==> src/rtl/fifo_arbiter_pkg.sv <==
// fifo_arb_defs: shared state encoding and width helper for fifo_arbiter
package fifo_arb_defs;
  typedef enum logic {ST_IDLE = 1'b0, ST_BURST = 1'b1} state_t;
  function automatic int clog2(input int n);
    int r;
    r = 0;
    while ((1 << r) < n) r++;
    return r;
  endfunction
endpackage

==> src/rtl/fifo_arbiter_rr_picker.sv <==
// rr_picker: first eligible index at or after i_ptr, wrapping modulo NUM_REQ
module rr_picker
  import fifo_arb_defs::*;
#(
  parameter int NUM_REQ = 4,
  parameter int PTR_W   = clog2(NUM_REQ)
) (
  input  logic [NUM_REQ-1:0] i_elig,
  input  logic [PTR_W-1:0]   i_ptr,
  output logic [PTR_W-1:0]   o_pick,
  output logic               o_found
);
  logic [NUM_REQ-1:0] w_rot;
  logic [PTR_W-1:0]   w_off;
  for (genvar j = 0; j < NUM_REQ; j++) begin : g_rot
    logic [PTR_W-1:0] w_idx;
    assign w_idx    = PTR_W'((int'(i_ptr) + j) % NUM_REQ);
    assign w_rot[j] = i_elig[w_idx];
  end
  always_comb begin
    w_off = '0;
    for (int j = NUM_REQ - 1; j >= 0; j--)
      if (w_rot[j]) w_off = PTR_W'(j);
    o_pick  = PTR_W'((int'(i_ptr) + int'(w_off)) % NUM_REQ);
    o_found = |i_elig;
  end
endmodule

==> src/rtl/fifo_arbiter.sv <==
// fifo_arbiter: round-robin burst arbiter merging NUM_REQ valid/ready streams
// into one FIFO producer port, holding each grant for at most MAX_BURST beats.
module fifo_arbiter
  import fifo_arb_defs::*;
#(
  parameter int NUM_REQ    = 4,
  parameter int DATA_WIDTH = 8,
  parameter int MAX_BURST  = 16,
  parameter int CNT_WIDTH  = 8
) (
  input  logic                          clk_in,
  input  logic                          reset_in,
  input  logic [NUM_REQ*DATA_WIDTH-1:0] reqData_in,
  input  logic [NUM_REQ-1:0]            reqValid_in,
  output logic [NUM_REQ-1:0]            reqReady_out,
  input  logic [NUM_REQ-1:0]            enable_in,
  output logic [DATA_WIDTH-1:0]         outData_out,
  output logic                          outValid_out,
  input  logic                          outReady_in,
  output logic [NUM_REQ-1:0]            grant_out,
  output logic [CNT_WIDTH-1:0]          burstCount_out,
  output logic                          busy_out
);
  localparam int PTR_W = clog2(NUM_REQ);
  state_t               r_state, w_state_nx;
  logic [NUM_REQ-1:0]   r_grant, w_grant_nx, w_elig;
  logic [PTR_W-1:0]     r_gidx, w_gidx_nx, r_ptr, w_ptr_nx, w_pick;
  logic [CNT_WIDTH-1:0] r_cnt, w_cnt_nx;
  logic                 w_found, w_busy, w_valid, w_xfer, w_release;
  assign w_elig = reqValid_in & enable_in;
  rr_picker #(.NUM_REQ(NUM_REQ), .PTR_W(PTR_W)) u_pick (
    .i_elig (w_elig),
    .i_ptr  (r_ptr),
    .o_pick (w_pick),
    .o_found(w_found)
  );
  always_ff @(posedge clk_in or negedge reset_in)
    if (!reset_in) begin
      r_state <= ST_IDLE;
      r_grant <= '0;
      r_gidx  <= '0;
      r_ptr   <= '0;
      r_cnt   <= '0;
    end else begin
      r_state <= w_state_nx;
      r_grant <= w_grant_nx;
      r_gidx  <= w_gidx_nx;
      r_ptr   <= w_ptr_nx;
      r_cnt   <= w_cnt_nx;
    end
  assign w_busy    = r_state == ST_BURST;
  assign w_valid   = w_busy & reqValid_in[r_gidx] & enable_in[r_gidx];
  assign w_xfer    = w_valid & outReady_in;
  // a dry or disabled source gives up the grant; a stalled one keeps it
  assign w_release = w_busy & (!reqValid_in[r_gidx] | !enable_in[r_gidx] |
                               (w_xfer & (r_cnt == CNT_WIDTH'(MAX_BURST - 1))));
  always_comb begin
    w_state_nx = w_release ? ST_IDLE : (w_busy | w_found) ? ST_BURST : ST_IDLE;
    w_grant_nx = w_release ? '0 : w_busy ? r_grant : w_found ? NUM_REQ'(1) << w_pick : '0;
    w_gidx_nx  = w_busy ? r_gidx : w_pick;
    w_ptr_nx   = w_release ? (r_gidx == PTR_W'(NUM_REQ - 1) ? '0 : r_gidx + 1'b1) : r_ptr;
    w_cnt_nx   = (w_busy & !w_release) ? r_cnt + CNT_WIDTH'(w_xfer) : '0;
  end
  always_comb begin
    outData_out    = w_busy ? reqData_in[r_gidx*DATA_WIDTH +: DATA_WIDTH] : '0;
    outValid_out   = w_valid;
    reqReady_out   = (w_busy & outReady_in & enable_in[r_gidx]) ? NUM_REQ'(1) << r_gidx : '0;
    grant_out      = r_grant;
    burstCount_out = r_cnt;
    busy_out       = w_busy;
  end
endmodule

==> config.mk <==
export PLATFORM = sky130hd
export DESIGN_NAME = fifo_arbiter
export DESIGN_NICKNAME = d
export VERILOG_FILES = /design/src/rtl/fifo_arbiter_pkg.sv /design/src/rtl/fifo_arbiter_rr_picker.sv /design/src/rtl/fifo_arbiter.sv
export SDC_FILE = /design/constraint.sdc
export NUM_CORES = 1
export LEC_CHECK = 0
export ABC_CLOCK_PERIOD_IN_PS = 5290
export BUFFER_PORTS_ARGS = -buffer_cell sky130_fd_sc_hd__buf_4
export CAP_MARGIN = 30
export CORE_MARGIN = 1
export CORE_UTILIZATION = 49
export DETAILED_ROUTE_END_ITERATION = 6
export HOLD_SLACK_MARGIN = 0.15
export PLACE_DENSITY = 0.86
export SKIP_CTS_REPAIR_TIMING = 1
export SKIP_LAST_GASP = 1
export SYNTH_ARGS = -nofsm -noshare
export SYNTH_HDL_FRONTEND = slang
export SYNTH_HIERARCHICAL = 1
export SYNTH_SLANG_ARGS = --single-unit
==> constraint.sdc <==
create_clock -name clk_in -period 5.29 [get_ports clk_in]
set_clock_uncertainty 0.15 [all_clocks]
set_input_delay 1.058 -clock clk_in [delete_from_list [all_inputs] [get_ports clk_in]]
set_output_delay 1.058 -clock clk_in [all_outputs]
set_load 0.005 [all_outputs]
Yosys cells after proc, flatten, opt, wreduce, memory -nomap -nowiden
Cells that the tools add are included.
{"block": "word_totals", "in_bits": 43, "wordCells": 63, "out_inout_bits": 26, "ff_bits": 17}
{"block": "op_classes", "eq_ne": 3, "n_addsub": 6, "n_reduce_logical": 4, "n_lt_le_gt_ge": 5, "shifts": 3, "n_mux": 25, "bitwise": 12}
{"cell": "variable part select 32 x 6 -> 8 bit", "n": 1}
{"cell": "2-to-1 mux 4 bit", "n": 4}
{"cell": "2-to-1 mux 8 bit", "n": 2}
{"cell": "< comparator 2 x 3 -> 1 bit, second input constant", "n": 5}
{"cell": "binary-select mux 1 bit (select 2 bit)", "n": 6}
{"cell": "2-to-1 mux 2 bit", "n": 5}
{"cell": "adder 8 x 1 -> 8 bit", "n": 1}
{"cell": "AND 1 bit", "n": 8}
{"cell": "== test 8 x 4 -> 1 bit, second input constant", "n": 1}
{"cell": "2-to-1 mux 1 bit", "n": 8}
{"cell": "<< shifter 1 x 2 -> 4 bit, first input constant", "n": 2}
{"cell": "adder 2 x 1 -> 2 bit, second input constant", "n": 2}
{"cell": "adder 2 bit, second input constant", "n": 2}
{"cell": "AND 4 bit", "n": 1}
{"cell": "OR reduction 4 bit", "n": 1}
{"cell": "logical NOT 1 bit", "n": 3}
{"cell": "OR 1 bit", "n": 3}
{"cell": "adder 2 bit", "n": 1}
{"cell": "== test 2 bit, second input constant", "n": 1}
{"cell": "inequality test 2 x 1 -> 1 bit, second input constant", "n": 1}

Logic depth before layout (Yosys ltp)
{"block": "logic_depth", "ltp_word": 12, "mapped_depth": 11, "depth_no_buf": 11}

By module
Netlist, hierarchy kept.
{"mod": "fifo_arbiter", "cells_each": 111, "n_inst": 1, "seq_area_each_um2": 425.4, "area_each_um2": 1176.1}
{"mod": "rr_picker", "cells_each": 25, "n_inst": 1, "seq_area_each_um2": 0.0, "area_each_um2": 166.4}

Worst setup path after synthesis
No wires, ideal clock.
{"block": "synth_path", "path_kind": "input port to output port", "startpoint": "input enable_in[0]", "endpoint": "output outValid_out", "path_slack_ps": 2173, "arrival_ps": 1909, "cell_stages": 4, "required_time_ps": 4082, "path_buffers": 0, "cell_sequence": "nand2_1 mux4_2 nand2b_1 inv_1"}
{"block": "synth_via", "elab_chain_len": 3}
{"element": "start, declared", "line_no": "fifo_arbiter.sv:16", "rtl": "input logic [NUM_REQ-1:0] enable_in,"}
{"element": "binary-select mux 1 bit (select 2 bit)", "line_no": "fifo_arbiter.sv:52", "rtl": "assign w_valid = w_busy & reqValid_in[r_gidx] & enable_in[r_gidx];"}
{"element": "2-to-1 mux 1 bit (not written as such)", "line_no": "fifo_arbiter.sv:52"}
{"element": "AND 1 bit", "line_no": "fifo_arbiter.sv:52"}
{"element": "end, declared", "line_no": "fifo_arbiter.sv:18", "rtl": "output logic outValid_out,"}
Every way passes these cells. The select of a mux whose other input is x is not followed.

Worst setup path after layout
Same ends and word-level chain as after synthesis.

==> reports/qor.yml <==
dieArea_um2: 2950
track_usage: 0.261
ys_top_cells_by_area: "dfrtp_1, mux4_2, and2_1"
fill_cells: 189
drv_slew: 0
grt_max_degree: 19
p_switching_mw: 0.291
yosys.area.top_type: "dfrtp_1"
stdcell_area_um2: 1890
hp-class: "register to register"
path_max_fanout: 9
grt_pass1_vias: 1296
min-delay-start: "grant_out[3]$_DFFE_PN0N_"
synthToLayoutAreaGrowth_pct: 40.7
finalSetupViolations: 0
finalPower_mw: 0.736
grt_pass1_wl_um: 5550
crit_path_start_kind: "primary input"
die_w_um: 54.3
leakagePower_nw: 0.913
vdd_drop_max_mv: 0.310
start_util: 0.532
clock_sinks: 17
viasPerCell: 5.46
pwr-share-comb: 0.585
slew_headroom: 0.550
num_vias: 1267
cap_violations: 0
core_um2: 2520
crit_path_end_kind: "primary output"
cts_tree: "built"
powerDensity_nw_per_um2: 390
root_buffer: "clkbuf_4"
drt_iter0_drc: 18
final.setup.worst_slack_ps: 1870
wirelength_um: 3340
grt_overflow_total: 0
drive_gt1_frac: 0.460
fin_setup_tns_ps: 0
die_h_um: 54.3
synth.yosys.seq_area_share: 0.317
dp_slack_ps: 1860
p_int_mw: 0.445
ys_ff_latch: 17
fmax_mhz: 292
clockBufferDepth: 2
r2r_start: "r_gidx[0]$_DFFE_PN0N_"
finalCritPeriodShare: 0.647
layout.nets: 251
io-pin-count: 69
syn_area_per_cell_um2: 9.87
clkPwrFrac: 0.093
yosysWarningCount: 6
gp_congestion: 0.741
portBuffers: 68
status: "completed"
drc: 0
ant_nets: 0
finalHoldViolCount: 0
wire_per_inst_um: 14.4
finalCriticalPeriod_ps: 3420
sequentialPowerShare: 0.323
arrival_ps: 2220
placed_area_um2: 1860
hpwl_um: 2700
antennaDiodeCount: 0
swShare: 0.395
path_clk_slew_ps: 100
synth_top_area_frac: 0.317
cp-startpoint: "enable_in[0]"
synth_cell_types: 41
worst_pin_slew_ps: 676
rsz0062_at_grt: "false"
synth-edff-count: 0
cts-buffers-inserted: 3
drt_pre_antenna_iters: 4
synthCells: 136
rows: 18
cts.htree.levels: 1
insertion_delay_ps: 280
syn-num-nets: 184
async_flop_share: 1.00
mostFrequentLayoutCell: "buf_4"
crit_required_ps: 4080
layout_common_cells: "buf_4, dfrtp_1, nand2_1, and2_1, inv_1"
grt_antenna_before_repair: 0
synthFlopType: "dfrtp_1"
synth_area_um2: 1340
path_class: "primary input to primary output"
==> sequential cells by signal (all words and copies together), names as in the netlist <==
signal	flops
r_gidx	2
r_ptr	2
burstCount_out	8
grant_out	4
busy_out	1
==> worst max-delay path, cell delays in order <==
cell and delay, ps:
buf_4 80, nand2_1 60, mux4_2 560, nand2b_1 250, inv_1 100, buf_4 110
==> final timing paths <==
| kind | slack [ps] | to | cells after the start |
|---|---|---|---|
| worst max-delay path | 1870 | outValid_out | 6 |
| max in group asynchronous | 4340 | burstCount_out[1]$_DFF_PN0_ | 1 |
| worst min register to register | 380 | grant_out[3]$_DFFE_PN0N_ | 2 |
| worst max register to register | 2750 | grant_out[0]$_DFFE_PN0N_ | 4 |
| min in group asynchronous | 460 | r_ptr[0]$_DFFE_PN0N_ | 1 |
| worst min-delay path | 380 | grant_out[3]$_DFFE_PN0N_ | 2 |
==> Yosys cell counts, types with 2 or more instances <==
cell / count
dfrtp_1: 17
mux4_2: 10
clkbuf_1: 3
nor2b_1: 3
xnor2_1: 4
nand3_1: 3
or4_1: 2
inv_1: 11
o31ai_1: 2
and2_1: 12
buf_2: 2
mux2_2: 4
xor2_1: 3
and4_1: 2
nor2_1: 10
o21ai_2: 2
ha_1: 5
nand2b_1: 2
nand2_1: 13
a21oi_1: 5
==> stage by stage <==
stage,hold slack (ps),cells,util
after floorplan,324,136,-
after global placement,361,228,0.738
after detailed placement,371,228,0.738
after CTS,389,232,0.749
after global routing,421,232,0.749
final,385,232,0.749
==> power by group through the flow <==
stage,Combinational [mW],Clock (mW),Sequential [mW]
floorplan,0.328,0,0.190
global placement,0.413,0,0.237
detailed placement,0.430,0,0.242
CTS,0.435,0.0700,0.239
global route,0.472,0.0761,0.248
finish,0.430,0.0681,0.237
==> final cells by class <==
| cell class | count | area [µm²] | share of cell area |
|---|---|---|---|
| Inverter | 12 | 45.0 | 0.0238 |
| Tap cell | 30 | 37.5 | 0.0199 |
| Multi-Input combinational cell | 101 | 843 | 0.446 |
| Clock inverter | 1 | 5.00 | 0.00265 |
| Clock buffer | 3 | 22.5 | 0.0119 |
| Sequential cell | 17 | 425 | 0.225 |
| Timing Repair Buffer | 68 | 510 | 0.270 |
==> cells by family (layout without fill, tap and decap cells) <==
family	count (synthesis)	in the layout	synth area share
XOR/XNOR	7	7	0.0457
multiplexers	15	15	0.212
adder cells (fa/ha/maj)	5	5	0.0466
AO/OA/AOI/OAI	19	19	0.104
AND/OR/NAND/NOR	55	55	0.219
flip-flops	17	17	0.317
buffers and inverters	18	84	0.0550
==> routing by layer <==
metal	vias to the layer above	GRT usage	routed length, µm
li1	615	-	-
met2	39	0.486	1760
met5	-	0	0
met3	10	0.0417	155
met1	603	0.299	1370
met4	0	0.0897	62
Note: power is estimated with default switching activity, not from simulation.
